--- src/rtl/mips_pkg.sv ---
// Shared datapath constants: default register-file geometry and the hardwired zero index.
package mips_pkg;
   localparam int unsigned DEF_DATA_W = 32;
   localparam int unsigned DEF_ADDR_W = 5;
   localparam int unsigned REG_ZERO   = 0;
endpackage

--- src/rtl/reg_word.sv ---
// One storage word of the register file: load on en, synchronous active-high clear.
module reg_word
   import mips_pkg::*;
#(
   parameter int unsigned DATA_W = DEF_DATA_W
) (
   input  logic              clk,
   input  logic              reset,
   input  logic              en,
   input  logic [DATA_W-1:0] d,
   output logic [DATA_W-1:0] q
);

   always_ff @(posedge clk) begin
      if (reset) begin
         q <= '0;
      end else if (en) begin
         q <= d;
      end
   end

endmodule

--- src/rtl/register_file.sv ---
// Two-read / one-write register file with register 0 hardwired to zero.
// Optional same-cycle write-to-read forwarding is enabled by defining REGFILE_WRITE_BYPASS_EN.
module register_file
   import mips_pkg::*;
#(
   parameter int unsigned DATA_W = DEF_DATA_W,
   parameter int unsigned ADDR_W = DEF_ADDR_W
) (
   input  logic              clk,
   input  logic              reset,
   input  logic [ADDR_W-1:0] read_reg1,
   input  logic [ADDR_W-1:0] read_reg2,
   input  logic [ADDR_W-1:0] write_reg,
   input  logic [DATA_W-1:0] write_data,
   input  logic              reg_write,
   output logic [DATA_W-1:0] read_data1,
   output logic [DATA_W-1:0] read_data2
);

   localparam int unsigned DEPTH = 2 ** ADDR_W;

   logic [DATA_W-1:0] w_q [DEPTH];

   // Index 0 has no storage; every other word gets a one-hot write enable.
   for (genvar i = 0; i < DEPTH; i++) begin : g_word
      if (i == REG_ZERO) begin : g_zero
         assign w_q[i] = '0;
      end else begin : g_reg
         logic w_en;
         assign w_en = reg_write & (write_reg == ADDR_W'(i));
         reg_word #(.DATA_W(DATA_W)) u_word (
            .clk   (clk),
            .reset (reset),
            .en    (w_en),
            .d     (write_data),
            .q     (w_q[i])
         );
      end
   end

`ifdef REGFILE_WRITE_BYPASS_EN
   logic w_fwd;
   assign w_fwd = reg_write & ~reset & (write_reg != ADDR_W'(REG_ZERO));

   // A read of the word being written this cycle sees the incoming value.
   always_comb begin
      read_data1 = w_q[read_reg1];
      read_data2 = w_q[read_reg2];
      if (w_fwd && (read_reg1 == write_reg)) read_data1 = write_data;
      if (w_fwd && (read_reg2 == write_reg)) read_data2 = write_data;
   end
`else
   assign read_data1 = w_q[read_reg1];
   assign read_data2 = w_q[read_reg2];
`endif

endmodule

--- config.mk ---
export PLATFORM = sky130hd
export DESIGN_NAME = register_file
export DESIGN_NICKNAME = d
export VERILOG_FILES = /design/src/rtl/mips_pkg.sv /design/src/rtl/reg_word.sv /design/src/rtl/register_file.sv
export SDC_FILE = /design/constraint.sdc
export NUM_CORES = 2
export LEC_CHECK = 0
export ABC_CLOCK_PERIOD_IN_PS = 6400
export CORE_MARGIN = 10
export CORE_UTILIZATION = 60
export DETAILED_ROUTE_END_ITERATION = 10
export PLACE_DENSITY = 0.76
export SETUP_SLACK_MARGIN = 0.1
export SYNTH_ARGS = -nofsm -noshare
export SYNTH_HDL_FRONTEND = slang
export SYNTH_SLANG_ARGS = --single-unit
--- constraint.sdc ---
create_clock -name clk -period 6.4 [get_ports clk]
set_input_delay 0.64 -clock clk [delete_from_list [all_inputs] [get_ports clk]]
set_output_delay 0.64 -clock clk [all_outputs]
set_load 0.01 [all_outputs]
==> run metrics <==
status=complete, no violations; Slew HR=0.05083; first-pass GRT wire length=280600 um; CTS tree=built; Synth Warn #=0; routability congestion estimate=0.9111; Clock Latency Late Sink=0.68 ns; final worst-path cycle share=0.8130; Max-Cap Viols=0; Max clock buf depth=3; routed via count=45.92k; aggregate global routing overflow=0; Top cell by count, worst path=buf_4; row count=106; sequential-to-total area share from yosys stat=0.3957; WS Path Type=in2out; H-Tree Depth=3; syn_nets=5668; initial antenna violation count=7; Initial Utilization=0.6026; Synth Instances=5618; clock slew at reported path FFs=0.06 ns; initial DRC count=7336; total global-route track usage=0.3904; CTS Hold Bufs=0; Final Skew=0 ns; Hold Path Cell Cnt=2; RSZ-0062 raised after global routing=false; Buf/Inv on CP=3; proportion of layout cells with a drive suffix above 1=0.1697; FF-to-FF setup slack=5.62 ns; commonest non-fill, non-tap cell in the layout=nand2_1; largest reg by FF count=g_word.g_reg.u_word.q; Die Y=309.2 um; # setup viols final=0; Clock Sinks=992; GR Util met3=0.1333; crit-path max cell delay=1.14 ns; share of flip-flops with an asynchronous set or reset=0; TNS Setup=0 ns; WL final=191700 um; total CTS buffers=103; Vias/cell=7.075; Worst Tran Pin Value=1.412 ns; #FFs+latches synth=992; cell-internal power=0.01010 W; Die Area=95620 um^2; Arr. time, crit path=4.56 ns; # port buffers=113; vias in the first global route=43.66k; Routed Antenna Nets=0; post_cts resized=0; placed wire-length estimate=104500 um; GRT met1 Usage=0.4889; post-route minimum period=5.203 ns; maximum vdd drop=208.0 uV; Largest register FFs=992; min-delay src=reset; fmax=192.2 MHz; Clock Power Share=0.459; largest net degree at the start of global routing=204; Synth cell types=29; number of synthesized flops with an enable pin=0; Switch Pwr=0.003369 W; Pleak=17.56 nW; CP required=5.76 ns; Power per Cell Area=246.1 nW/um^2; Mapped Area=50190 um^2; top flop regs=g_word.g_reg.u_word.q (992); syn_area_per_cell=8.934 um^2; Synth-to-Final Area Change=9.044%; reg2reg path depth=2; Root Buffer=clkbuf_16; CP Max Fanout=32; DRT Pass-1 Iters=7; I/O pin count=114; Final Cell Area=54730 um^2; die extent in x=309.2 um; DR WL/cell=29.53 um; Reg2Reg Launch Point=g_word[2].g_reg.u_word.q[29]$_SDFFE_PP0P_; max-slew violations=0; critical path's slowest cell=o31ai_1; CP Capture Type=primary output; M2 GR Usage=0.5645; hold crit path type=in2reg; DRC Markers=0; CP Launch Type=input pin; postcts setup bufs=0; Critical Path, Cell by Cell=buf_4, buf_4, nand2b_2, o22ai_1, a211oi_1, o31ai_1, clkdlybuf4s50_1; global route hottest layer=met2; ys flop type=dfxtp_1; final net count=5378; end of the worst hold path=g_word[31].g_reg.u_word.q[1]$_SDFFE_PP0P_; CP top delay family=compound AO/OA/AOI/OAI gates; Post-Place Cell Area=51320 um^2; final hold viol count=0; Flop pwr share=0.464; Logic pwr share=0.077; sw frac=0.2501; core area=83290 um^2; most frequent cells in the layout=nand2_1 (1985), a21oi_1 (992), dfxtp_1 (992); reg2reg end=g_word[2].g_reg.u_word.q[29]$_SDFFE_PP0P_
## synth_stat cells, drive strengths merged (4+ instances only)
cell type	count	area (um^2)
a211oi	32	240.2
a21oi	992	4965
a22o	128	1121
and2	49	306.5
buf	180	848.3
clkbuf	420	1577
dfxtp	992	19860
mux2	96	1081
mux2i	96	960.9
mux4	480	10810
nand2	2017	7571
nor2	14	52.55
nor2b	6	37.54
nor3	4	20.02
o21ai	32	160.2
o22ai	32	200.2
o31ai	32	240.2
## worst max-delay path by stage
stage | from | endpoint | slack (ns) | cells after the start
after floorplan | read_reg2[1] | read_data2[0] | 3.25 | 7
after global placement | read_reg1[1] | read_data1[7] | 1.61 | 7
after detailed placement | read_reg1[1] | read_data1[7] | 1.57 | 7
after CTS | read_reg1[1] | read_data1[7] | 1.58 | 7
after global routing | read_reg1[1] | read_data1[6] | 1.39 | 7
final | read_reg1[1] | read_data1[6] | 1.20 | 7
## through the flow
| stage | utilization | hold WS [ns] | setup WS, ns | std cells | power (W) |
|---|---|---|---|---|---|
| finish | 0.6571 | 0.4515 | 1.197 | 6491 | 0.01347 |
| global placement | 0.6162 | 0.4495 | 1.611 | 6303 | 0.007370 |
| detailed placement | 0.6162 | 0.4572 | 1.574 | 6303 | 0.007380 |
| global route | 0.6570 | 0.4786 | 1.387 | 6487 | 0.01369 |
| floorplan | - | 0.4424 | 3.248 | 5618 | 0.007041 |
| CTS | 0.6569 | 0.4589 | 1.576 | 6485 | 0.01337 |
## power groups by stage
stage	Sequential (W)	Clock, W	Combinational [W]
2_1_floorplan	0.00638	0	0.000663
3_3_place_gp	0.00639	0	0.000983
3_5_place_dp	0.00639	0	0.000991
4_1_cts	0.00625	0.00612	0.000994
5_1_grt	0.00626	0.00637	0.00106
6_report	0.00625	0.00618	0.00104
## layout make-up
| type | instances | area (um^2) |
|---|---|---|
| Multi-Input combinational cell | 4025 | 28150 |
| Timing Repair Buffer | 205 | 1956 |
| Inverter | 1 | 3.754 |
| Clock buffer | 142 | 2957 |
| Tap cell | 1080 | 1351 |
| Clock inverter | 40 | 435.4 |
| Sequential cell | 992 | 19860 |
| Antenna cell | 6 | 15.01 |
| Fill cell | 6437 | 28560 |
## cells by family (layout without fill, tap and decap cells)
| family | count (synthesis) | count (layout) | share of synthesized area |
|---|---|---|---|
| flops | 992 | 992 | 0.3957 |
| mux | 672 | 672 | 0.2561 |
| buf+inv | 601 | 388 | 0.04839 |
| simple gates | 2105 | 2105 | 0.1619 |
| compound gates | 1248 | 1248 | 0.1380 |
| other cells | 0 | 6 | 0 |
## per-layer routing
| metal | vias to the layer above | part of all wire |
|---|---|---|
| li1 | 19015 | - |
| met1 | 21764 | 0.33 |
| met2 | 4070 | 0.42 |
| met3 | 1064 | 0.16 |
| met4 | 9 | 0.081 |
| met5 | - | 0.00069 |
Power figures use the tool's default switching activity.
